<file path="src/rtl/store_snapshot_dumper.sv">
// Serializes the store image as snapshot text: one line of '0'/'1' per word,
// bit 0 first, newline-terminated, over a valid/ready byte stream.
module store_snapshot_dumper #(
  parameter int WORDS  = 32,
  parameter int ADDR_W = 5,
  parameter int WIDTH  = 32
) (
  input  logic              clk,
  input  logic              reset_n,
  input  logic              start,
  output logic              busy,
  output logic              done,
  output logic [ADDR_W-1:0] store_addr,
  output logic              store_rd,
  input  logic [WIDTH-1:0]  store_data,
  output logic [7:0]        out_data,
  output logic              out_valid,
  input  logic              out_ready
);

  localparam int BIT_W = (WIDTH > 1) ? $clog2(WIDTH) : 1;

  typedef enum logic [2:0] {
    S_IDLE,
    S_FETCH,
    S_LOAD,
    S_EMIT,
    S_NL,
    S_DONE
  } state_t;

  state_t            state_reg, state_next;
  logic [ADDR_W-1:0] word_reg, word_next;
  logic [BIT_W-1:0]  bit_reg, bit_next;
  logic [WIDTH-1:0]  line_reg, line_next;

  always_ff @(posedge clk or negedge reset_n) begin
    if (!reset_n) begin
      state_reg <= S_IDLE;
      word_reg  <= '0;
      bit_reg   <= '0;
      line_reg  <= '0;
    end else begin
      state_reg <= state_next;
      word_reg  <= word_next;
      bit_reg   <= bit_next;
      line_reg  <= line_next;
    end
  end

  // Outputs decode from state only, so an asynchronous reset drops them at once.
  always_comb begin
    state_next = state_reg;
    word_next  = word_reg;
    bit_next   = bit_reg;
    line_next  = line_reg;
    busy       = 1'b0;
    done       = 1'b0;
    store_addr = '0;
    store_rd   = 1'b0;
    out_data   = 8'h00;
    out_valid  = 1'b0;

    case (state_reg)
      S_IDLE: begin
        if (start) begin
          state_next = S_FETCH;
          word_next  = '0;
        end
      end
      S_FETCH: begin
        busy       = 1'b1;
        store_addr = word_reg;
        store_rd   = 1'b1;
        state_next = S_LOAD;
      end
      S_LOAD: begin
        busy       = 1'b1;
        line_next  = store_data;
        bit_next   = '0;
        state_next = S_EMIT;
      end
      S_EMIT: begin
        busy      = 1'b1;
        out_valid = 1'b1;
        out_data  = line_reg[bit_reg] ? 8'h31 : 8'h30;
        if (out_ready) begin
          if (bit_reg == BIT_W'(WIDTH - 1)) begin
            state_next = S_NL;
          end else begin
            bit_next = bit_reg + BIT_W'(1);
          end
        end
      end
      S_NL: begin
        busy      = 1'b1;
        out_valid = 1'b1;
        out_data  = 8'h0A;
        if (out_ready) begin
          if (word_reg == ADDR_W'(WORDS - 1)) begin
            state_next = S_DONE;
          end else begin
            word_next  = word_reg + ADDR_W'(1);
            state_next = S_FETCH;
          end
        end
      end
      S_DONE: begin
        done       = 1'b1;
        state_next = S_IDLE;
      end
      default: state_next = S_IDLE;
    endcase
  end

endmodule

</file>
<file path="config.mk">
export PLATFORM = sky130hd
export DESIGN_NAME = store_snapshot_dumper
export DESIGN_NICKNAME = d
export VERILOG_FILES = /design/src/rtl/store_snapshot_dumper.sv
export SDC_FILE = /design/constraint.sdc
export NUM_CORES = 1
export LEC_CHECK = 0
export CORE_AREA = 2 2 84 78
export DETAILED_ROUTE_END_ITERATION = 8
export DIE_AREA = 0 0 86 80
export SLEW_MARGIN = 10
export SYNTH_ARGS = -nofsm -noshare
export SYNTH_HDL_FRONTEND = slang
export SYNTH_SLANG_ARGS = --single-unit
</file>
<file path="constraint.sdc">
create_clock -name clk -period 2.5 [get_ports clk]
set_clock_uncertainty 0.2 [all_clocks]
set_input_delay 0.25 -clock clk [delete_from_list [all_inputs] [get_ports clk]]
set_output_delay 0.25 -clock clk [all_outputs]
set_load 0.05 [all_outputs]
</file>
* After elaboration in Yosys (flattened, before gate mapping)
Index checks and enable logic that the tools add are counted.
** Operators by class
- $add $sub $neg :: 2
- Order comparisons :: 1
- Equal/unequal tests :: 13
- Muxes and demuxes :: 22
- Reduce and logical (&&, ||, !) cells :: 8
** Operator list (number)
- two-way mux 5 bit :: 6
- case mux 5 bit (2 select lines) :: 2
- two-way mux 3 bit :: 5
- case mux 3 bit (5 select lines) :: 1
- != test 2 bit, second input constant :: 6
- case mux 6 bit (2 select lines) :: 1
- adder 5 x 1 -> 5 bit, second input constant :: 2
- == test 5 bit, second input constant :: 2
- AND reduction 4 bit :: 2
- == test 3 x 2 -> 1 bit, second input constant :: 2
- == test 3 bit, second input constant :: 2
- < comparator 5 x 6 -> 1 bit, second input constant :: 1
- two-way mux 1 bit :: 6
- binary-select mux 1 bit (select 5 bit) :: 1
- nonzero test 2 bit :: 2
- OR reduction 4 bit :: 1
- == test 3 x 1 -> 1 bit, second input constant :: 1
- zero test 3 bit :: 1
- AND reduction 3 bit :: 1
- OR reduction 2 bit :: 1
** Word-level totals
- Register bits :: 45
- Input bits :: 36
- Output and inout port bits :: 17

* Logic depth before layout (Yosys ltp)
- Depth in word-level cells :: 4
- Mapped depth :: 7

* Least setup slack after synthesis
Ideal clock, no wire load.
- Path type :: reg2out
- Start :: register state_reg[0]
- End :: output store_addr[0]
- Arrival time :: 2.344 ns
- Required time :: 2.050 ns
- Slack :: -0.294 ns
- Cell stages (with the launch flop) :: 5
- Buffers on the path :: 1
- Path through :: dfrtp_1 buf_2 inv_1 nor3_1 and2_1
** Between the ends
- Word-level cells in the longest chain between the ends :: 2
** RTL lines
- start: declaration :: RTL line 32 : state_t state_reg, state_next;
- start signal: assignment :: RTL line 44 : state_reg <= state_next;
- == test 3 x 1 -> 1 bit :: RTL line 64 : case (state_reg)
- two-way mux 5 bit :: RTL line 64
- end: declaration :: RTL line 13 : output logic [ADDR_W-1:0] store_addr,
No other way between the ends.

* Worst setup path after layout
- Start :: register bit_reg[0]
- End :: output out_data[0]
** Between the ends
- Word-level cells in the longest chain between the ends :: 4
** RTL lines
- start: declaration :: RTL line 34 : logic [BIT_W-1:0] bit_reg, bit_next;
- start signal: assignment :: RTL line 46 : bit_reg <= bit_next;
- binary-select mux 1 bit (select 5 bit) :: RTL line 86 : out_data = line_reg[bit_reg] ? 8'h31 : 8'h30;
- two-way mux 1 bit (implied by the code) :: RTL line 86
- two-way mux 1 bit :: RTL line 86
- case mux 6 bit (2 select lines) :: RTL line 64
- end: declaration :: RTL line 16 : output logic [7:0] out_data,
No other way between the ends. The select of a mux whose other input is x is not followed.

==> impl_summary.txt <==
----------------------------------------------------
[Worst setup path]
  Start-to-end type of the worst setup path ... reg -> out
  Largest fanout on the critical path ... 5
  Cell chain of the critical path ... buf_6 -> mux4_1 -> mux2_2 -> nand2_1 -> a32oi_2 -> buf_6
  Most common cell on crit path ... buf_6
  Crit-path leading delay family ... multiplexers
  Endpoint kind of the worst setup timing path ... output pin
  Minimum setup slack among reg-to-reg paths ... 0.20 ns
  Slowest cell on crit path ... mux4_1
  Critical path data required time ... 2.05 ns
  Worst path buffer plus inverter count ... 2
  Startpoint types ... flop
  Max incr delay on CP ... 0.53 ns
  Data arrival time at the worst-slack endpoint ... 1.98 ns

[STA]
  Final-report max-slew violation count ... 0
  Portion of the clock cycle consumed by the worst path in the final layout ... 0.972
  Slew at the pin with the worst max-slew slack ... 0.635 ns
  Final-report setup violation count ... 0
  Setup repair after global routing missed its margin ... no
  Final hold vios ... 0
  Final worst path period need ... 2.43 ns
  Worst slew margin relative to its limit ... 0.576
  Setup TNS Final ... 0 ns
  Maximum achievable frequency ... 0.412 GHz
  WHS ... 0.306 ns

[Pwr]
  Power density over cell area ... 978 mW/mm²
  Lkg Pwr ... 1.34 nW
  Clock group share of total power ... 0.183
  Sw Pwr ... 0.000928 W
  Comb pwr share ... 0.395
  Share of power burned in registers ... 0.422
  Cell internal power dissipation ... 0.00200 W
  Worst vdd rail ir drop ... 551 µV
  Switching Share ... 0.317

[Yosys]
  Post-synthesis instance area ... 0.00231 mm²
  Yosys reg bits ... 45
  Main combinational cell family by area after synthesis ... multiplexers
  Compound-cell area share of the yosys netlist ... 0.0574
  Post-Synth Adder-Cell Area ... 0.0217
  Count of unique library cells instantiated by Yosys ... 36
  Synth Instances ... 187
  Post-Synth XOR/XNOR Area ... 0.00758
  Total of warnings raised by yosys ... 0
  Post-synthesis share of cell area spent on and, or, nand and nor gates ... 0.105
  Mux cell area share after synthesis ... 0.269
  Post-synthesis sequential area ratio ... 0.487
  Average size of a mapped cell ... 12.4 µm²

[Global route]
  Peak-usage layer in the global routing report ... met2
  Vias in the first global route ... 1610
  Global-route wire length before repair ... 7.69 mm
  Pin count of the biggest net entering global routing ... 35
  GRT Overall Usage ... 0.144
  Antenna violations before repair ... 0
  Met2 usage ... 0.233
  Remaining global-route overflow ... 0
  Met3 track utilization from global routing ... 0.0383
  Fraction of met1 tracks used by global routing ... 0.192

[Final layout]
  Layout cells sized above 1 ... 0.332
  Number of diodes added for antenna fixing ... 0
  Max reg flops ... 32
  Net count reported at finish ... 281
  Top library cells by usage in the layout, fill and taps aside ... dfrtp_1 (42), mux2_2 (37), clkdlybuf4s50_1 (35)
  Final Instance Count excl. Fillers ... 313
  Most common library cell in the layout ignoring fill and taps ... dfrtp_1
  Layout area overhead ... 29.7%
  Final standard cell area without fillers ... 0.00300 mm²
  Final core occ ... 0.501

[Place]
  Number of buffers added on ports ... 49
  Placed Area ... 0.00285 mm²
  Sum of net half-perimeters after detailed placement ... 3.25 mm
  Placed Cells incl. Taps ... 303
  Gpl congestion ... 0.728

[Clock network]
  Clk Tree Root Cell ... clkbuf_8
  CTS clock-pin slew for the worst setup and hold paths ... 0.08 ns
  Number of buffers on the longest clock path ... 2
  Number of clock buffers inserted by TritonCTS ... 5
  H-tree levels ... 2
  Clock net sink count ... 45
  Insertion delay of the later-clocked pin in the worst-skew pair ... 0.29 ns
  TritonCTS clock tree ... built

[Route]
  Number of vias in the routed layout ... 1584
  Sum of routed wire length over all layers ... 4.67 mm
  Count of nets left with antenna violations after detail routing ... 0
  Iter 0 DRT Violations ... 65
  Avg WL per Cell ... 14.9 µm
  Detailed-route DRC error count ... 0
  Vias per cell ... 5.06
  Drt first pass iters ... 4

[Die]
  Initial core utilization ... 0.386
  Die boundary height ... 80 µm
  Die area ... 0.00688 mm²
  Total number of placement rows ... 27
  Count of pins on the block boundary ... 53
  Placeable core region ... 0.00598 mm²
  Floorplan die width ... 86 µm

[Status]
  Result of the run ... complete, no violations

[Job]
  Max_cap viols ... 0

[Hold path]
  Min-delay worst type ... in -> async

----------------------------------------------------
[timing repair]
item / in CTS / in global routing
pin swaps: 1 / 4
endpoints found under the hold margin: 26 / 0
gates resized for setup: 4 / 7
setup endpoints to repair: 1 / 1
buffers inserted: 0 / 2
hold buffers: 1 / 0
[final cells by class]
cell class              instances  area, µm²
clock buffers                   5       68.8
clock inverters                 2       35.0
fillers                       558       2980
inverters                       6       22.5
multi-input cells             123       1090
flip-flops and latches         45       1130
well taps                      72       90.1
repair buffers                 60        562
[worst paths after layout]
kind	start	cells after the start	endpoint
max reg2reg	bit_reg[0]$_DFFE_PN0P_	8	bit_reg[2]$_DFFE_PN0P_
max	bit_reg[0]$_DFFE_PN0P_	6	out_data[0]
min	reset_n	2	word_reg[1]$_DFFE_PN0P_
min in group clk	line_reg[8]$_DFFE_PN0N_	1	line_reg[8]$_DFFE_PN0N_
max in group asynchronous	reset_n	3	line_reg[0]$_DFFE_PN0N_
min reg2reg	line_reg[8]$_DFFE_PN0N_	1	line_reg[8]$_DFFE_PN0N_
[synthesized netlist by cell type (all sizes together)]
cell type,number,area [µm²]
a311oi,1,8.76
conb,1,3.75
and2,5,31.3
a22o,2,17.5
a21o,1,7.51
xnor2,2,17.5
mux4,7,184
or2,1,6.26
o22ai,1,6.26
a221oi,1,8.76
nor2b,3,18.8
and3,3,18.8
nand4,1,6.26
nand3,5,25.0
inv,6,22.5
mux2i,2,20.0
a32oi,1,8.76
nor3,4,20.0
a21oi,2,10.0
a211oi,1,7.51
nor2,6,25.0
o21ai,10,50.1
buf,14,91.3
or3,1,6.26
o211ai,1,7.51
mux2,37,417
clkbuf,1,3.75
ha,4,50.1
nand3b,2,15.0
nand2b,2,12.5
dfrtp,45,1130
nand2,13,48.8
and3b,1,8.76
[power groups by stage]
stage	clock [W]	sequential, W	combinational, W
6_report	0.000536	0.00124	0.00116
5_1_grt	0.000590	0.00128	0.00126
4_1_cts	0.000556	0.00123	0.00112
3_5_place_dp	0	0.00124	0.00107
3_3_place_gp	0	0.00124	0.00105
2_1_floorplan	0	0.00113	0.000889
[worst reg2reg max path, stage by stage (launching register included)]
cell      delay, ns
dfrtp_2        0.46
buf_6          0.15
ha_1           0.20
and3_1         0.18
ha_1           0.18
nand2b_1       0.15
a21o_1         0.25
or3_1          0.32
a21oi_1        0.14
[stage by stage]
| step | power, W | setup slack, ns |
|---|---|---|
| after CTS | 0.00291 | 0.0202 |
| after detailed placement | 0.00231 | 0.168 |
| after global routing | 0.00313 | 0.00572 |
| after floorplan | 0.00202 | 0.227 |
| after global placement | 0.00229 | 0.229 |
| final | 0.00293 | 0.0699 |
[logic make-up (layout without fill, tap and decap cells)]
kind of cell / after synthesis / count (layout)
flip-flops: 45 / 45
buffers and inverters: 21 / 73
multiplexers: 46 / 46
AO/OA/AOI/OAI: 21 / 21
AND/OR/NAND/NOR: 47 / 47
adder cells (fa/ha/maj): 4 / 4
XOR/XNOR: 2 / 2
other: 1 / 3
[metal layers]
layer	routed length (µm)	part of all wire
met5	0	0
met4	43	0.0092
met3	248	0.053
met2	2250	0.48
met1	2120	0.45
(Power assumes the default switching activity.)
